--- src/rtl/bitrev_reorder_pp.sv ---
// Ping-pong bit-reversal reorder buffer: FFT-order frames in, natural-order frames out.
// Optional REORDER_BYPASS_EN adds a per-frame `bypass` input for natural-order pass-through.
module bitrev_reorder_pp #(
  parameter int WIDTH = 18,
  parameter int LOG2N = 4
) (
  input  logic                    clk,
  input  logic                    rst,
`ifdef REORDER_BYPASS_EN
  input  logic                    bypass,
`endif
  input  logic signed [WIDTH-1:0] di_re,
  input  logic signed [WIDTH-1:0] di_im,
  input  logic                    di_en,
  output logic                    di_rdy,
  output logic signed [WIDTH-1:0] do_re,
  output logic signed [WIDTH-1:0] do_im,
  output logic                    do_en,
  output logic                    do_last,
  input  logic                    do_rdy
);

  localparam int N = 1 << LOG2N;

  typedef enum logic [1:0] {EMPTY, FILLING, FULL, DRAINING} bank_state_t;

  bank_state_t        state_q [2];
  bank_state_t        state_d [2];
  logic [LOG2N-1:0]   wr_cnt;
  logic [LOG2N-1:0]   rd_cnt;
  logic               wr_bank;
  logic               rd_bank;
  logic [LOG2N-1:0]   wr_addr;
  logic               wr_fire;
  logic               rd_load;
  logic               out_free;
  logic [2*WIDTH-1:0] mem [2*N];
  logic [2*WIDTH-1:0] rd_word_p0;

  function automatic logic [LOG2N-1:0] bitrev(input logic [LOG2N-1:0] a);
    logic [LOG2N-1:0] r;
    for (int i = 0; i < LOG2N; i++) r[i] = a[LOG2N-1-i];
    return r;
  endfunction

  assign di_rdy   = (state_q[wr_bank] == EMPTY) || (state_q[wr_bank] == FILLING);
  assign wr_fire  = di_en && di_rdy;
  assign out_free = !do_en || do_rdy;
  assign rd_load  = out_free &&
                    ((state_q[rd_bank] == FULL) || (state_q[rd_bank] == DRAINING));

`ifdef REORDER_BYPASS_EN
  // Bypass is latched on the first sample; that sample lands at address 0 either way.
  logic [1:0] byp_q;
  logic       byp_cur;

  assign byp_cur = (wr_cnt == '0) ? bypass : byp_q[wr_bank];
  assign wr_addr = byp_cur ? wr_cnt : bitrev(wr_cnt);

  always_ff @(posedge clk) begin
    if (rst) begin
      byp_q <= '0;
    end else if (wr_fire && (wr_cnt == '0)) begin
      byp_q[wr_bank] <= bypass;
    end
  end
`else
  assign wr_addr = bitrev(wr_cnt);
`endif

  // Write and read touch disjoint state sets, so one bank never sees both in a cycle.
  always_comb begin
    state_d[0] = state_q[0];
    state_d[1] = state_q[1];
    if (wr_fire) state_d[wr_bank] = (&wr_cnt) ? FULL : FILLING;
    if (rd_load) state_d[rd_bank] = (&rd_cnt) ? EMPTY : DRAINING;
  end

  always_ff @(posedge clk) begin
    if (rst) begin
      state_q[0] <= EMPTY;
      state_q[1] <= EMPTY;
      wr_cnt     <= '0;
      wr_bank    <= 1'b0;
      rd_cnt     <= '0;
      rd_bank    <= 1'b0;
    end else begin
      state_q[0] <= state_d[0];
      state_q[1] <= state_d[1];
      if (wr_fire) begin
        wr_cnt <= wr_cnt + 1'b1;
        if (&wr_cnt) wr_bank <= ~wr_bank;
      end
      if (rd_load) begin
        rd_cnt <= rd_cnt + 1'b1;
        if (&rd_cnt) rd_bank <= ~rd_bank;
      end
    end
  end

  always_ff @(posedge clk) begin
    if (wr_fire) mem[{wr_bank, wr_addr}] <= {di_re, di_im};
  end

  // Stage p0: asynchronous bank read at the linear read pointer
  assign rd_word_p0 = mem[{rd_bank, rd_cnt}];

  // Stage p1: output register; holds while stalled, zeroed when no sample is present
  always_ff @(posedge clk) begin
    if (rst) begin
      do_en   <= 1'b0;
      do_last <= 1'b0;
      do_re   <= '0;
      do_im   <= '0;
    end else if (out_free) begin
      if (rd_load) begin
        do_en   <= 1'b1;
        do_last <= &rd_cnt;
        do_re   <= $signed(rd_word_p0[2*WIDTH-1:WIDTH]);
        do_im   <= $signed(rd_word_p0[WIDTH-1:0]);
      end else begin
        do_en   <= 1'b0;
        do_last <= 1'b0;
        do_re   <= '0;
        do_im   <= '0;
      end
    end
  end

endmodule

--- config.mk ---
export PLATFORM = sky130hd
export DESIGN_NAME = bitrev_reorder_pp
export DESIGN_NICKNAME = d
export VERILOG_FILES = /design/src/rtl/bitrev_reorder_pp.sv
export SDC_FILE = /design/constraint.sdc
export NUM_CORES = 1
export LEC_CHECK = 0
export CORE_UTILIZATION = 40
export CTS_BUF_LIST = sky130_fd_sc_hd__clkbuf_4 sky130_fd_sc_hd__clkbuf_8
export DETAILED_ROUTE_END_ITERATION = 7
export DONT_BUFFER_PORTS = 1
export MAX_ROUTING_LAYER = met4
export PLACE_DENSITY = 0.62
export SLEW_MARGIN = 25
export SYNTH_ARGS = -nofsm -noshare
export SYNTH_HDL_FRONTEND = slang
export SYNTH_SLANG_ARGS = --single-unit
--- constraint.sdc ---
create_clock -name clk -period 4.6 [get_ports clk]
set_clock_uncertainty 0.05 [all_clocks]
set_input_delay 0.92 -clock clk [delete_from_list [all_inputs] [get_ports clk]]
set_output_delay 0.92 -clock clk [all_outputs]
set_load 0.005 [all_outputs]
==> results of run 1 <==
## per-stage QoR
| step | cell area, µm² | cells |
|---|---|---|
| floorplan | 45920 | 2119 |
| global placement | 48250 | 3573 |
| detailed placement | 48250 | 3573 |
| CTS | 51860 | 3910 |
| global route | 51860 | 3911 |
| finish | 51870 | 3912 |
## critical path, stage by stage, from the launching register on
cell,delay [ps]
dfxtp_4,720
buf_12,420
buf_4,550
mux4_2,570
mux2_2,270
a22oi_1,160
a31oi_1,110
## metal layers
metal / vias up / routed length [µm] / global-route usage, %
li1: 9225 / - / -
met2: 847 / 51910 / 29.73
met4: 0 / 1498 / 4.354
met1: 11760 / 45110 / 25.57
met3: 119 / 8590 / 4.540
met5: - / 0 / -
## worst max path at each step
stage,start,endpoint,slack [ps],cells after the start
floorplan,di_en,mem[8][0],790,5
global placement,rd_cnt[0],do_re[15],1510,6
finish,rd_cnt[0],do_re[15],1470,6
global route,rd_cnt[0],do_re[15],1270,6
CTS,rd_cnt[0],do_re[15],1460,6
detailed placement,di_en,mem[20][12],1450,4
## power by group through the flow
| stage | Clock [mW] | Sequential [mW] | Combinational [mW] |
|---|---|---|---|
| global route | 9.23 | 12.1 | 0.166 |
| finish | 8.59 | 12.1 | 0.155 |
| floorplan | 0 | 12.3 | 0.0972 |
| detailed placement | 0 | 12.3 | 0.156 |
| global placement | 0 | 12.3 | 0.153 |
| CTS | 8.76 | 12.1 | 0.157 |
## cells in the mapped netlist (all sizes together)
cell / count / share of area [%]
clkbuf: 40 / 0.33
nor4b: 2 / 0.10
ha: 2 / 0.054
nor2: 45 / 0.37
nand4b: 2 / 0.038
nand2b: 2 / 0.027
nand3: 8 / 0.087
nor2b: 3 / 0.041
a21oi: 6 / 0.065
or2: 1 / 0.014
edfxtp: 1152 / 75
and4b: 1 / 0.022
a32oi: 36 / 0.69
buf: 82 / 1.1
nand4: 2 / 0.027
and2: 3 / 0.041
a221oi: 1 / 0.019
or3: 4 / 0.054
inv: 2 / 0.016
xnor2: 4 / 0.076
o21ai: 2 / 0.022
nor4: 1 / 0.046
a31oi: 36 / 0.49
nor3b: 1 / 0.016
dfxtp: 52 / 2.3
a22oi: 109 / 1.8
a311oi: 1 / 0.019
mux2i: 146 / 3.2
nand2: 44 / 0.36
mux2: 108 / 2.6
mux4: 216 / 11
xor2: 3 / 0.057
nor3: 2 / 0.022
## kinds of logic (layout without fill, tap and decap cells)
logic type      Yosys count  after routing  share of synthesized area (%)
xor+xnor                  7              7                         0.1335
fa+ha+maj                 2              2                        0.05449
compound gates          191            191                          3.085
simple gates            121            121                          1.267
flops                  1204           1204                          77.61
buf+inv                 124            415                          1.417
mux                     470            470                          16.43
other cells               0              2                              0
## layout make-up
cell class	count	area [µm²]
fillers	9248	61250
flip-flops and latches	1204	35650
multi-input cells	791	9903
clock buffers	265	3147
well taps	1500	1877
repair buffers	76	820.8
clock inverters	72	460.4
inverters	2	7.507
diodes	2	5.005
## state kept, by name (all words and copies together), names as in the netlist, named ones only
| name | count |
|---|---|
| rd_bank | 1 |
| do_re | 18 |
| do_im | 18 |
| wr_bank | 1 |
| rd_cnt | 4 |
| do_en | 1 |
| mem | 1152 |
| do_last | 1 |
| wr_cnt | 4 |
| state_q | 2 |
==> results_dict.tcl, run 1 <==
set metrics [dict create \
    status "finished clean" \
    cap_violations 0 \
    clkPwrFrac_pct 41.2 \
    post-cts-setup-buffers 0 \
    r2r-end "do_re[15]" \
    yosysWarnings 0 \
    grt_pass1_wl_um 156700 \
    htree_levels 4 \
    hold_depth 1 \
    crit_fanout 53 \
    hold_path_class "in -> reg" \
    io_pins 79 \
    cts_tree "built" \
    hold_ws_ps 103.2 \
    p_sw_share_pct 19.93 \
    crit_type "reg -> reg" \
    power_frac_seq_pct 58.0 \
    p_int_mw 16.67 \
    vias_per_cell 5.610 \
    globalRouteTotalUtil_pct 19.11 \
    synth_cell_types 37 \
    grt_pass1_vias 22930 \
    worstSetupEndpointType "flip-flop" \
    hold_violations 0 \
    cp.arrival_ps 3790 \
    min_to "do_re[3]" \
    routedWlPerCell_um 27.38 \
    nets 2297 \
    clk_pin_slew_ps 60 \
    drt-total-wl_um 107100 \
    rows 123 \
    clockRootBuffer "clkbuf_8" \
    synthCells 2119 \
    drc 0 \
    dp_slack_ps 1446 \
    min_from "rst" \
    peakVddDrop_uv 265.3 \
    area_growth_syn_to_layout_pct 12.96 \
    dp_hpwl_um 61710 \
    final_common_cell "edfxtp_1" \
    worstMarginPinSlew_ps 977.7 \
    num_vias 21950 \
    syn-num-nets 2161 \
    cts_buffer_depth 3 \
    fp.dieH_um 340.8 \
    ctsResizeCount 0 \
    syn_area_mm2 0.04592 \
    cts_made_buffers 180 \
    r2r_setup_slack_ps 1470 \
    cts_hold_buf 0 \
    cts.sinks 1204 \
    detail_route.first_pass.iterations 5 \
    setup_viol 0 \
    antenna_found_initial 3 \
    start_kind "flip-flop" \
    grt_start_max_net_pins 68 \
    p_leak_nw 15.28 \
    reg2reg_depth 6 \
    seq_area_frac_synth_pct 77.61 \
    utilization_pct 45.85 \
    r2r_start "rd_cnt[0]" \
    timing.final.crit_share_pct 68.08 \
    gr-total-overflow 0 \
    worst_slew_margin_rel_pct 34.67 \
    cp.required_ps 5260 \
    core_area_mm2 0.1131 \
    p_sw_mw 4.151 \
    place.gp.congestion 0.8096 \
    finalCriticalPeriod_ps 3132 \
    powerDensity_mw_per_mm2 401.5 \
    port_buffers 0 \
    fmax_mhz 319.3 \
    setup_slack_ps 1468 \
    dieArea_mm2 0.1161 \
    drive_above_1_share_pct 30.66 \
    comb_power_share_pct 0.7 \
    worstSkewPairLatency_ps 850 \
    power_mw 20.83 \
    syn_area_per_cell_um2 21.67 \
    ant_nets 0 \
    rsz0062_at_grt "false" \
    ys_seq_elements 1204 \
    initial_utilization_pct 40.59 \
    maxSlewViolCount 0 \
    detail_route.iter0.violations 2211 \
    final.setup.tns_ps 0 \
    final_cell_mix "edfxtp_1, mux4_2, clkbuf_8, mux2i_1, a22oi_1" \
    die_w_um 340.8 \
]
No activity file was read; power rests on OpenSTA's default activity.
==> inputs of run 2 (changes only) <==
--- a/config.mk
+++ b/config.mk
@@ -10,7 +10,7 @@
 export DETAILED_ROUTE_END_ITERATION = 7
 export DONT_BUFFER_PORTS = 1
 export MAX_ROUTING_LAYER = met4
-export PLACE_DENSITY = 0.62
+export PLACE_DENSITY = 0.64
 export SLEW_MARGIN = 25
 export SYNTH_ARGS = -nofsm -noshare
 export SYNTH_HDL_FRONTEND = slang
==> constraint.sdc (replaced) <==
create_clock -name clk -period 2.5 [get_ports clk]
set_clock_uncertainty 0.05 [all_clocks]
set_input_delay 0.5 -clock clk [delete_from_list [all_inputs] [get_ports clk]]
set_output_delay 0.5 -clock clk [all_outputs]
set_load 0.005 [all_outputs]
==> run 2 against run 1 <==
Against the previous run: die area is the same; fmax grew 33%; first-iteration DRC count rose by 8.7%; register-to-register slack lost 1300 ps; worst setup slack got worse by 1300 ps; non-clock buffer count up 93; critical path type unchanged; highest routed layer unchanged.
==> results_dict.tcl, run 2 (synthesis gave the netlist of run 1 again) <==
set metrics [dict create \
    setup_viol 0 \
    cp.arrival_ps 3020 \
    worstSetupEndpointType "flip-flop" \
    dp_cells 3622 \
    grt_pass1_wl_um 164000 \
    htree_levels 4 \
    crit_type "reg -> reg" \
    routedWlPerCell_um 28.40 \
    crit_fanout 16 \
    largestRegisters "mem (1152), do_im (18), do_re (18)" \
    hold_path_class "in -> reg" \
    cap_violations 0 \
    maxSlewViolCount 0 \
    cp.required_ps 3160 \
    status "finished clean" \
    multi_input_area_mm2 0.009912 \
    area_growth_syn_to_layout_pct 15.87 \
    cts.sinks 1204 \
    fillers 9226 \
    ant_nets 0 \
    rows 123 \
    die_w_um 340.8 \
    num_vias 22530 \
    instances_no_fill 4006 \
    io_pins 79 \
    drive_above_1_share_pct 32.71 \
    gr-total-overflow 0 \
    place.gp.congestion 0.7843 \
    detail_route.iter0.violations 2403 \
    cts_buffer_depth 3 \
    finalCriticalPeriod_ps 2358 \
    grt_pass1_vias 23520 \
    detail_route.first_pass.iterations 6 \
    fp.dieH_um 340.8 \
    initial_utilization_pct 40.59 \
    drc 0 \
    vias_per_cell 5.625 \
    clockRootBuffer "clkbuf_8" \
    regArea_mm2 0.03565 \
    powerDensity_mw_per_mm2 733.0 \
    core_area_mm2 0.1131 \
    grt_start_max_net_pins 72 \
    worst_slew_margin_rel_pct 31.83 \
    drt-total-wl_um 113800 \
    largest_reg_flops 1152 \
    worstSkewPairLatency_ps 840 \
    hold_ws_ps 118.1 \
    dieArea_mm2 0.1161 \
    start_kind "flip-flop" \
    top_register "mem" \
    final_common_cell "edfxtp_1" \
    dp_hpwl_um 61990 \
    antenna_found_initial 4 \
    globalRouteTotalUtil_pct 20.37 \
    timing.final.crit_share_pct 94.31 \
    rsz0062_at_grt "false" \
    p_leak_nw 15.88 \
    clk_pin_slew_ps 60 \
    cts_made_buffers 180 \
    fmax_mhz 424.1 \
    final_cell_mix "edfxtp_1, mux4_2, clkbuf_8, mux2i_1, a22oi_1" \
    cts_tree "built" \
    nets 2390 \
    hold_violations 0 \
    peakVddDrop_uv 475.6 \
    port_buffers 0 \
    worstMarginPinSlew_ps 1019 \
]
==> run 2: repair_timing <==
action	4_1_cts	5_1_grt
hold buffers	44	0
hold endpoints to repair	1204	0
resized for setup	0	0
buffers inserted	0	0
==> run 2: stage by stage <==
step | power (mW) | setup TNS [ps] | util [%] | worst slack (ps) | instance area [µm²]
3_3_place_gp | 22.94 | 0 | 43.48 | 145.4 | 49180
6_report | 39.00 | 0 | 47.03 | 142.1 | 53200
4_1_cts | 39.31 | 0 | 47.15 | 115.0 | 53330
2_1_floorplan | 22.84 | -134650 | - | -189.9 | 46050
3_5_place_dp | 22.95 | 0 | 43.48 | 145.7 | 49180
5_1_grt | 40.20 | 0 | 47.03 | 74.65 | 53200
==> run 2: path summary, 6_finish.rpt <==
path,startpoint,to,slack [ps],cells after the start
max,rd_cnt[0],do_im[11],140,6
min,di_im[3],mem[7][3],120,1
max reg2reg,rd_cnt[0],do_im[11],140,6
min reg2reg,state_q[0][1],state_q[0][1],510,2
==> run 2: layout make-up <==
| type | instances | share of cell area, % |
|---|---|---|
| multi-input cells | 791 | 18.63 |
| inverters | 2 | 0.01411 |
| diodes | 5 | 0.02352 |
| clock buffers | 243 | 5.663 |
| flip-flops and latches | 1204 | 67.00 |
| clock inverters | 92 | 1.225 |
| well taps | 1500 | 3.528 |
| repair buffers | 169 | 3.913 |
==> run 2: report_power, final <==
group	switching, mW	internal [mW]	leakage [nW]	total (mW)
Clock	7.51	8.62	1.94	16.1
Combinational	0.472	0.160	3.15	0.632
Sequential	0.0282	22.2	10.8	22.2
==> run 2: per-layer routing <==
metal  routed length [µm]  track usage, %  vias up
met5                    0               -        -
met4                 2166           5.288        0
met2                55690           32.14     1038
met1                45910           26.37    11920
met3                10000           5.141      173
li1                     -               -     9403
==> run 2: worst max-delay path, cell delays in order, from the launching register on <==
cell     delay (ps)
dfxtp_4         420
buf_12          210
buf_12          200
mux4_2          510
mux2_2          280
a22oi_1         390
a31oi_1         140
